==> src/rtl/bsg_link_to_manycore_packet_deserializer.sv <==
// ============================================================================
// bsg_link_to_manycore_packet_deserializer
//   Reassembles narrow bsg_link flits (LSB flit first) into one manycore packet.
//   Revision: 1.0
// ============================================================================
`default_nettype none

module bsg_link_to_manycore_packet_deserializer #(
  parameter int packet_width_p   = 70,
  parameter int bsg_link_width_p = 16
) (
  input  logic                        clk_i,
  input  logic                        reset_i,

  input  logic                        flit_v_i,
  input  logic [bsg_link_width_p-1:0] flit_data_i,
  output logic                        flit_ready_and_o,

  output logic                        packet_v_o,
  output logic [packet_width_p-1:0]   packet_data_o,
  input  logic                        packet_ready_and_i
);

  localparam int num_flits_lp = (packet_width_p + bsg_link_width_p - 1) / bsg_link_width_p;
  localparam int cnt_width_lp = (num_flits_lp > 1) ? $clog2(num_flits_lp) : 1;
  localparam logic [cnt_width_lp-1:0] last_cnt_lp = cnt_width_lp'(num_flits_lp - 1);

  logic [cnt_width_lp-1:0]   cnt_r;
  logic [packet_width_p-1:0] full_packet;
  logic                      is_last;
  logic                      flit_accept;
  logic                      packet_v_r;
  logic [packet_width_p-1:0] packet_data_r;

  assign is_last          = (cnt_r == last_cnt_lp);
  // Only the last flit needs room in the output register; earlier flits overlap a stalled packet.
  assign flit_ready_and_o = ~reset_i & (~is_last | ~packet_v_r | packet_ready_and_i);
  assign flit_accept      = flit_v_i & flit_ready_and_o;

  generate
    if (num_flits_lp > 1) begin : g_multi
      logic [(num_flits_lp-1)*bsg_link_width_p-1:0] asm_r;

      always_ff @(posedge clk_i or posedge reset_i) begin
        if (reset_i) begin
          cnt_r <= '0;
        end else if (flit_accept) begin
          cnt_r <= is_last ? '0 : cnt_r + cnt_width_lp'(1);
        end
      end

      always_ff @(posedge clk_i or posedge reset_i) begin
        if (reset_i) begin
          asm_r <= '0;
        end else begin
          for (int k = 0; k < num_flits_lp-1; k++) begin
            if (flit_accept && (cnt_r == cnt_width_lp'(k))) begin
              asm_r[k*bsg_link_width_p +: bsg_link_width_p] <= flit_data_i;
            end
          end
        end
      end

      // Padding bits of the last flit fall off the top here.
      assign full_packet = packet_width_p'({flit_data_i, asm_r});
    end else begin : g_single
      assign cnt_r       = '0;
      assign full_packet = packet_width_p'(flit_data_i);
    end
  endgenerate

  always_ff @(posedge clk_i or posedge reset_i) begin
    if (reset_i) begin
      packet_v_r    <= 1'b0;
      packet_data_r <= '0;
    end else if (flit_accept && is_last) begin
      packet_v_r    <= 1'b1;
      packet_data_r <= full_packet;
    end else if (packet_ready_and_i) begin
      packet_v_r    <= 1'b0;
    end
  end

  assign packet_v_o    = packet_v_r;
  assign packet_data_o = packet_data_r;

endmodule

`default_nettype wire
==> config.mk <==
export PLATFORM = sky130hd
export DESIGN_NAME = bsg_link_to_manycore_packet_deserializer
export DESIGN_NICKNAME = d
export VERILOG_FILES = /design/src/rtl/bsg_link_to_manycore_packet_deserializer.sv
export SDC_FILE = /design/constraint.sdc
export NUM_CORES = 1
export LEC_CHECK = 0
export CAP_MARGIN = 20
export CORE_ASPECT_RATIO = 1.75
export CORE_MARGIN = 4
export CORE_UTILIZATION = 52
export DETAILED_ROUTE_END_ITERATION = 12
export PLACE_DENSITY_LB_ADDON = 0.3
export SLEW_MARGIN = 20
export SYNTH_ARGS = -nofsm -noshare
export SYNTH_HDL_FRONTEND = slang
export SYNTH_SLANG_ARGS = --single-unit
==> constraint.sdc <==
create_clock -name clk_i -period 13.85 [get_ports clk_i]
set_input_delay 2.77 -clock clk_i [delete_from_list [all_inputs] [get_ports clk_i]]
set_output_delay 2.77 -clock clk_i [all_outputs]
set_load 0.05 [all_outputs]
==> metrics.md, run 1 <==
| Metric | Value |
|---|---|
| Outcome | complete, no violations |
| Diode count | 0 |
| Layout cells sized above 1 | 0.408 |
| CTS Buf Count | 17 |
| Clk_skew | slightly above 0.008 ns |
| Startpoint types | input pin |
| Req. time, crit path | about 11 ns |
| Residual DRC | 0 |
| Worst Setup SP | packet_ready_and_i |
| Worst setup EP type | output pin |
| Clock Sinks | 138 |
| DR iter-0 viols | 68 |
| Xor and xnor area share after synthesis | 0 |
| GR Util All Layers | 0.179 |
| Gpl congestion | about 0.71 |
| PortBufs | 91 |
| Number of global-route vias before repair | around 3,200 |
| Clock Path Buffers | 2 |
| Die W | 84.4 um |
| Number of H-tree levels | 4 |
| Vias post-DR | 2,887 |
| Final Util | 0.703 |
| Reg-to-reg startpoint | cnt_r[0]$_DFFE_PP0P_ |
| Core area | around 9900 sq um |
| Hold Crit Class | flip-flop to flip-flop |
| Synth Warn # | 0 |
| Post-synthesis cell type count | 18 |
| # nets final | 438 |
| Tightest Pin Transition | between 1 and 1.5 ns |
| Largest net degree at the start of global routing | 71 |
| Mux cell area share after synthesis | 0.284 |
| Relative slew slack | 0.288 |
| Average wire per standard cell | about 18 um |
| Setup ws final | 6.69 ns |
| Largest family of logic cells by synthesized area | multiplexers |
| Hold_buf cts | 0 |
| Final setup fails | 0 |
| Post-Synth Adder-Cell Area | 0.0118 |
| DIE HEIGHT | approximately 140 um |
| Most common cell after layout, fill and taps aside | dfrtp_1 |
| Complex-gate fraction of the synthesized area | 0.00377 |
| Row count | 48 |
| Critical path arrival | between 4 and 5 ns |
| Final Slew Violations | 0 |
| First-pass GRT wire length | 16.5 mm |
| Drt pass-1 iters | 4 |
| Area of the die | ~12,000 sq um |
| CTS root buffer | clkbuf_16 |
| Post-route ant nets | 0 |
| Post-CTS Setup Inserts | 0 |
| Most frequent cells in the layout | dfrtp_1, mux2_2, clkdlybuf4s50_1, clkbuf_16, bufinv_16 |
| Reg clk slew, reported paths | approximately 0.060 ns |
| Synth-to-layout area growth | 31.3% |
| Pre-CTS worst setup slack | ~6.7 ns |
| CTS tree | yes |
| Flops & latches, synth | between 100 and 150 |
| # IOs | 92 |
| Setup_tns | 0 ns |
| Cell area power density | around 280 nW/um^2 |
| Post-cts resize count | 0 |
| Total nets after synthesis | 339 |
| Fin. Hold Viols | 0 |
| Synth Cell Area | 5310 sq um |
| Post-DP HPWL | about 6.5 mm |
| Final Cycle Share | 0.517 |
| Synth Area in Simple Gates | 0.0233 |
| Syn avg cell area | 16.9 sq um |
| Grt total ovfl | 0 |
| Critical path fanouts, max | 3 |
| Worst Hold Slack | around 0.50 ns |
| Worst vdd ir | between 0.15 and 0.2 mV |
| CP Class | input pin to output pin |
| Drt via density | 5.24 |
| Hold Crit Start | g_multi.asm_r[24]$_DFFE_PP0P_ |
| Post-Route WL | 9.97 mm |
| Fin crit period | 7.16 ns |
| Leakage | 3.10 nW |
| Initial Util | 0.536 |
| Max Freq | 140 MHz |
| Max Cap Violations | 0 |
| Initial antenna violation count | 0 |
| Skew-Pair Late Insertion Delay | roughly 0.40 ns |
| Sequential area share after synthesis | 0.651 |
| RSZ-0062 raised after global routing | no |
| Synth Instances | 314 |
[path summary, 6_finish.rpt]
| kind | end | slack [ns] | cells past startpoint |
|---|---|---|---|
| setup / recovery | flit_ready_and_o | 6.69 | 4 |
| hold / removal | packet_data_o[24]$_DFFE_PP0P_ | 0.50 | 1 |
| setup reg to reg | g_multi.asm_r[55]$_DFFE_PP0P_ | 11.48 | 5 |
| hold reg to reg | packet_data_o[24]$_DFFE_PP0P_ | 0.50 | 1 |
| max in group asynchronous | g_multi.asm_r[25]$_DFFE_PP0P_ | 9.62 | 3 |
| min in group asynchronous | packet_v_o$_DFFE_PP0P_ | 2.92 | 2 |
[logic make-up (layout without fill, tap and decap cells)]
logic type	count (synthesis)	in the layout
muxes	134	134
and+or+nand+nor	15	15
AOI/OAI and AO/OA	4	4
buffers and inverters	18	130
adders and majority gates	5	5
DFF	138	138
[state kept, by name, indices dropped and copies added (netlist names)]
register,cells
g_multi.asm_r,64
packet_data_o,70
cnt_r,3
packet_v_o,1
[stage by stage]
| step | instance area, sq um | power (mW) | cells |
|---|---|---|---|
| 2_1_floorplan | 5310 | 1.17 | 314 |
| 5_1_grt | 6970 | 2.01 | 551 |
| 6_report | 6970 | 1.92 | 551 |
| 3_5_place_dp | 6280 | 1.42 | 519 |
| 3_3_place_gp | 6280 | 1.39 | 519 |
| 4_1_cts | 6970 | 1.94 | 551 |
[metal layers]
metal  wire [um]  up-vias  global-route usage
met4         150        0              0.0684
met5           0        -                   0
met3         349       13              0.0442
li1            -     1307                   -
met2        5500       68               0.315
met1        3970     1499               0.211
[final cells by class]
class                   instances  area (sq um)
repair buffers                 94           933
inverters                       4          20.0
flip-flops and latches        138          3450
multi-input cells             158          1720
clock buffers                  19           453
clock inverters                13           239
well taps                     125           156
fillers                       683          2940
[synthesized netlist by cell type]
library cell  count  area (sq um)
dfrtp_1         138          3450
mux2_2          134          1510
buf_6             7          78.8
ha_1              5          62.6
buf_4             4          30.0
inv_1             4          15.0
o21ai_0           4          20.0
and3_1            3          18.8
buf_2             3          15.0
nand3_1           2          10.0
nor2_1            2          7.51
nor3b_4           2          37.5
and4b_1           1          10.0
nand2_1           1          3.75
nand2b_1          1          6.26
nand2b_4          1          13.8
nand3b_1          1          7.51
nor2b_2           1          8.76
[critical path: stages]
cell	delay, ns
clkdlybuf4s50_1	0.46
and4b_1	0.24
nor2_1	0.10
clkdlybuf4s50_1	0.81
[report_power, final]
group	internal (mW)	total [mW]	switching (mW)
clock	0.349	0.516	0.167
combinational	0.297	0.725	0.428
sequential	0.586	0.680	0.0944
total	1.23	1.92	0.689
(Power assumes the default switching activity.)
==> run 2, diff against run 1 <==
clock period = 7.5 ns   (was 13.85 ns; I/O delays follow)
==> run 2 against run 1 <==
Net effect: worst hold slack worse by 0.0012 ns; die area unchanged; worst setup slack lost 3.8 ns; clock power is 58% higher; combinational power grew 85%; core utilization shrank 1.0 points; sequential share of layout area up 0.73 points; critical endpoint unchanged; highest routed layer unchanged.
==> metrics.md, run 2 (synthesized netlist as in run 1, its figures left out) <==
| Metric | Value |
|---|---|
| Post-route ant nets | 0 |
| Switch share | 0.370 |
| PortBufs | 91 |
| # nets final | 438 |
| Drt via density | 5.24 |
| Clock Sinks | 138 |
| Layout cells sized above 1 | 0.404 |
| Max Cap Violations | 0 |
| Worst setup EP type | output pin |
| Most common cell after layout, fill and taps aside | dfrtp_1 |
| Seq pwr share | 0.369 |
| Die W | between 80 and 90 um |
| Outcome | complete, no violations |
| First-pass GRT wire length | 16.8 mm |
| Post-Route WL | 9.94 mm |
| Fin crit period | 4.64 ns |
| DRT met1 WL | 3.90 mm |
| Combinational share of power | 0.392 |
| Req. time, crit path | 6.00 ns |
| Setup ws final | 2.86 ns |
| Initial Util | 0.536 |
| Top layer in use | met4 |
| Post-CTS Setup Inserts | 0 |
| Grt total ovfl | 0 |
| Relative slew slack | 0.348 |
| Non-Filler Instances | ~550 |
| RSZ-0062 raised after global routing | no |
| Max Freq | between 200 and 250 MHz |
| Row count | 48 |
| Tightest Pin Transition | 0.979 ns |
| Vias post-DR | just under 3,000 |
| CTS Buf Count | 17 |
| Fin. Hold Viols | 0 |
| Placed Cells incl. Taps | 519 |
| DR iter-0 viols | 92 |
| Clk_skew | 0.00511 ns |
| Skew-Pair Late Insertion Delay | 0.41 ns |
| Critical path fanouts, max | 3 |
| Final setup fails | 0 |
| Cells on worst reg2reg path | 5 |
| Number of H-tree levels | 4 |
| Worst vdd ir | 0.261 mV |
| Leakage | 3.04 nW |
| Pre-CTS worst setup slack | 2.86 ns |
| Gpl congestion | 0.709 |
| Worst R2R Setup Slack | 5.21 ns |
| Clock Path Buffers | 2 |
| Synth-to-layout area growth | 29.4% |
| Initial antenna violation count | 0 |
| CP Class | input pin to output pin |
| Hold Crit Depth | 1 |
| CTS root buffer | clkbuf_16 |
| Startpoint types | input pin |
| Hold_buf cts | 0 |
| Most frequent cells in the layout | dfrtp_1, mux2_2, clkdlybuf4s50_1, clkbuf_16 |
| Final Slew Violations | 0 |
| Met2 WL | 5.45 mm |
| Final Cycle Share | 0.619 |
| Hold Crit Start | g_multi.asm_r[6]$_DFFE_PP0P_ |
| Post-cts resize count | 0 |
| Average wire per standard cell | 18.0 um |
| Cell area power density | 496 nW/um^2 |
| CTS tree | yes |
| Residual DRC | 0 |
| Setup_tns | 0 ns |
| Worst Hold End | g_multi.asm_r[6]$_DFFE_PP0P_ |
| Hold Crit Class | flip-flop to flip-flop |
| Reg-to-reg startpoint | cnt_r[0]$_DFFE_PP0P_ |
| Internal Dissipation | 2.15 mW |
| Drt pass-1 iters | 4 |
| Largest net degree at the start of global routing | between 70 and 80 |
| Number of global-route vias before repair | 3,258 |
| Core area | between 9000 and 10,000 sq um |
| Worst R2R End | g_multi.asm_r[59]$_DFFE_PP0P_ |
| GR Util All Layers | 0.181 |
| # IOs | 92 |
| Diode count | 0 |
| DIE HEIGHT | around 140 um |
| Area of the die | 12,000 sq um |
| Critical path arrival | 3.14 ns |
| Max reg flops | 70 |
| Reg clk slew, reported paths | approximately 0.05 ns |
| Clock power frac | 0.239 |
| Switching power of the nets | 1.26 mW |
| Post-DP HPWL | approximately 6.5 mm |
| WL met3 | 397 um |
-- run 2: metal layers --
| layer | up-vias | global-route usage |
|---|---|---|
| met5 | - | 0 |
| met4 | 0 | 0.0734 |
| met3 | 19 | 0.0471 |
| met2 | 69 | 0.316 |
| met1 | 1487 | 0.211 |
| li1 | 1311 | - |
-- run 2: cell type report --
type | count | area [sq um]
Sequential cell | 138 | 3450
Clock inverter | 10 | 116
Tap cell | 125 | 156
Timing Repair Buffer | 94 | 933
Inverter | 4 | 20.0
Fill cell | 698 | 3040
Multi-Input combinational cell | 158 | 1720
Clock buffer | 22 | 474
-- run 2: worst max-delay path by stage --
stage                       startpoint                    to  slack, ns  cells past startpoint
CTS                 packet_ready_and_i      flit_ready_and_o       2.85                      4
detailed placement  packet_ready_and_i      flit_ready_and_o       2.86                      4
global placement    packet_ready_and_i      flit_ready_and_o       2.89                      4
global route        packet_ready_and_i      flit_ready_and_o       2.78                      4
finish              packet_ready_and_i      flit_ready_and_o       2.86                      4
floorplan                      reset_i  cnt_r[0]$_DFFE_PP0P_       2.30                      1
-- run 2: worst max-delay path, cell delays in order --
cell and delay (ns):
clkdlybuf4s50_1 0.47, and4b_1 0.25, nor2_1 0.11, clkdlybuf4s50_1 0.81
-- run 2: stage by stage --
step,util,hold slack (ns),cell area [sq um],total power [mW]
after global routing,0.693,0.520,6870,3.57
after detailed placement,0.634,0.489,6280,2.62
after floorplan,-,0.475,5310,2.16
after CTS,0.693,0.502,6870,3.45
after global placement,0.634,0.482,6280,2.57
final,0.693,0.498,6870,3.41
-- run 2: power groups by stage --
stage	combinational, mW	clock [mW]	sequential (mW)
final	1.34	0.813	1.26
after global routing	1.40	0.863	1.30
after CTS	1.35	0.832	1.26
after detailed placement	1.35	0	1.27
after global placement	1.32	0	1.25
after floorplan	0.384	0	1.78
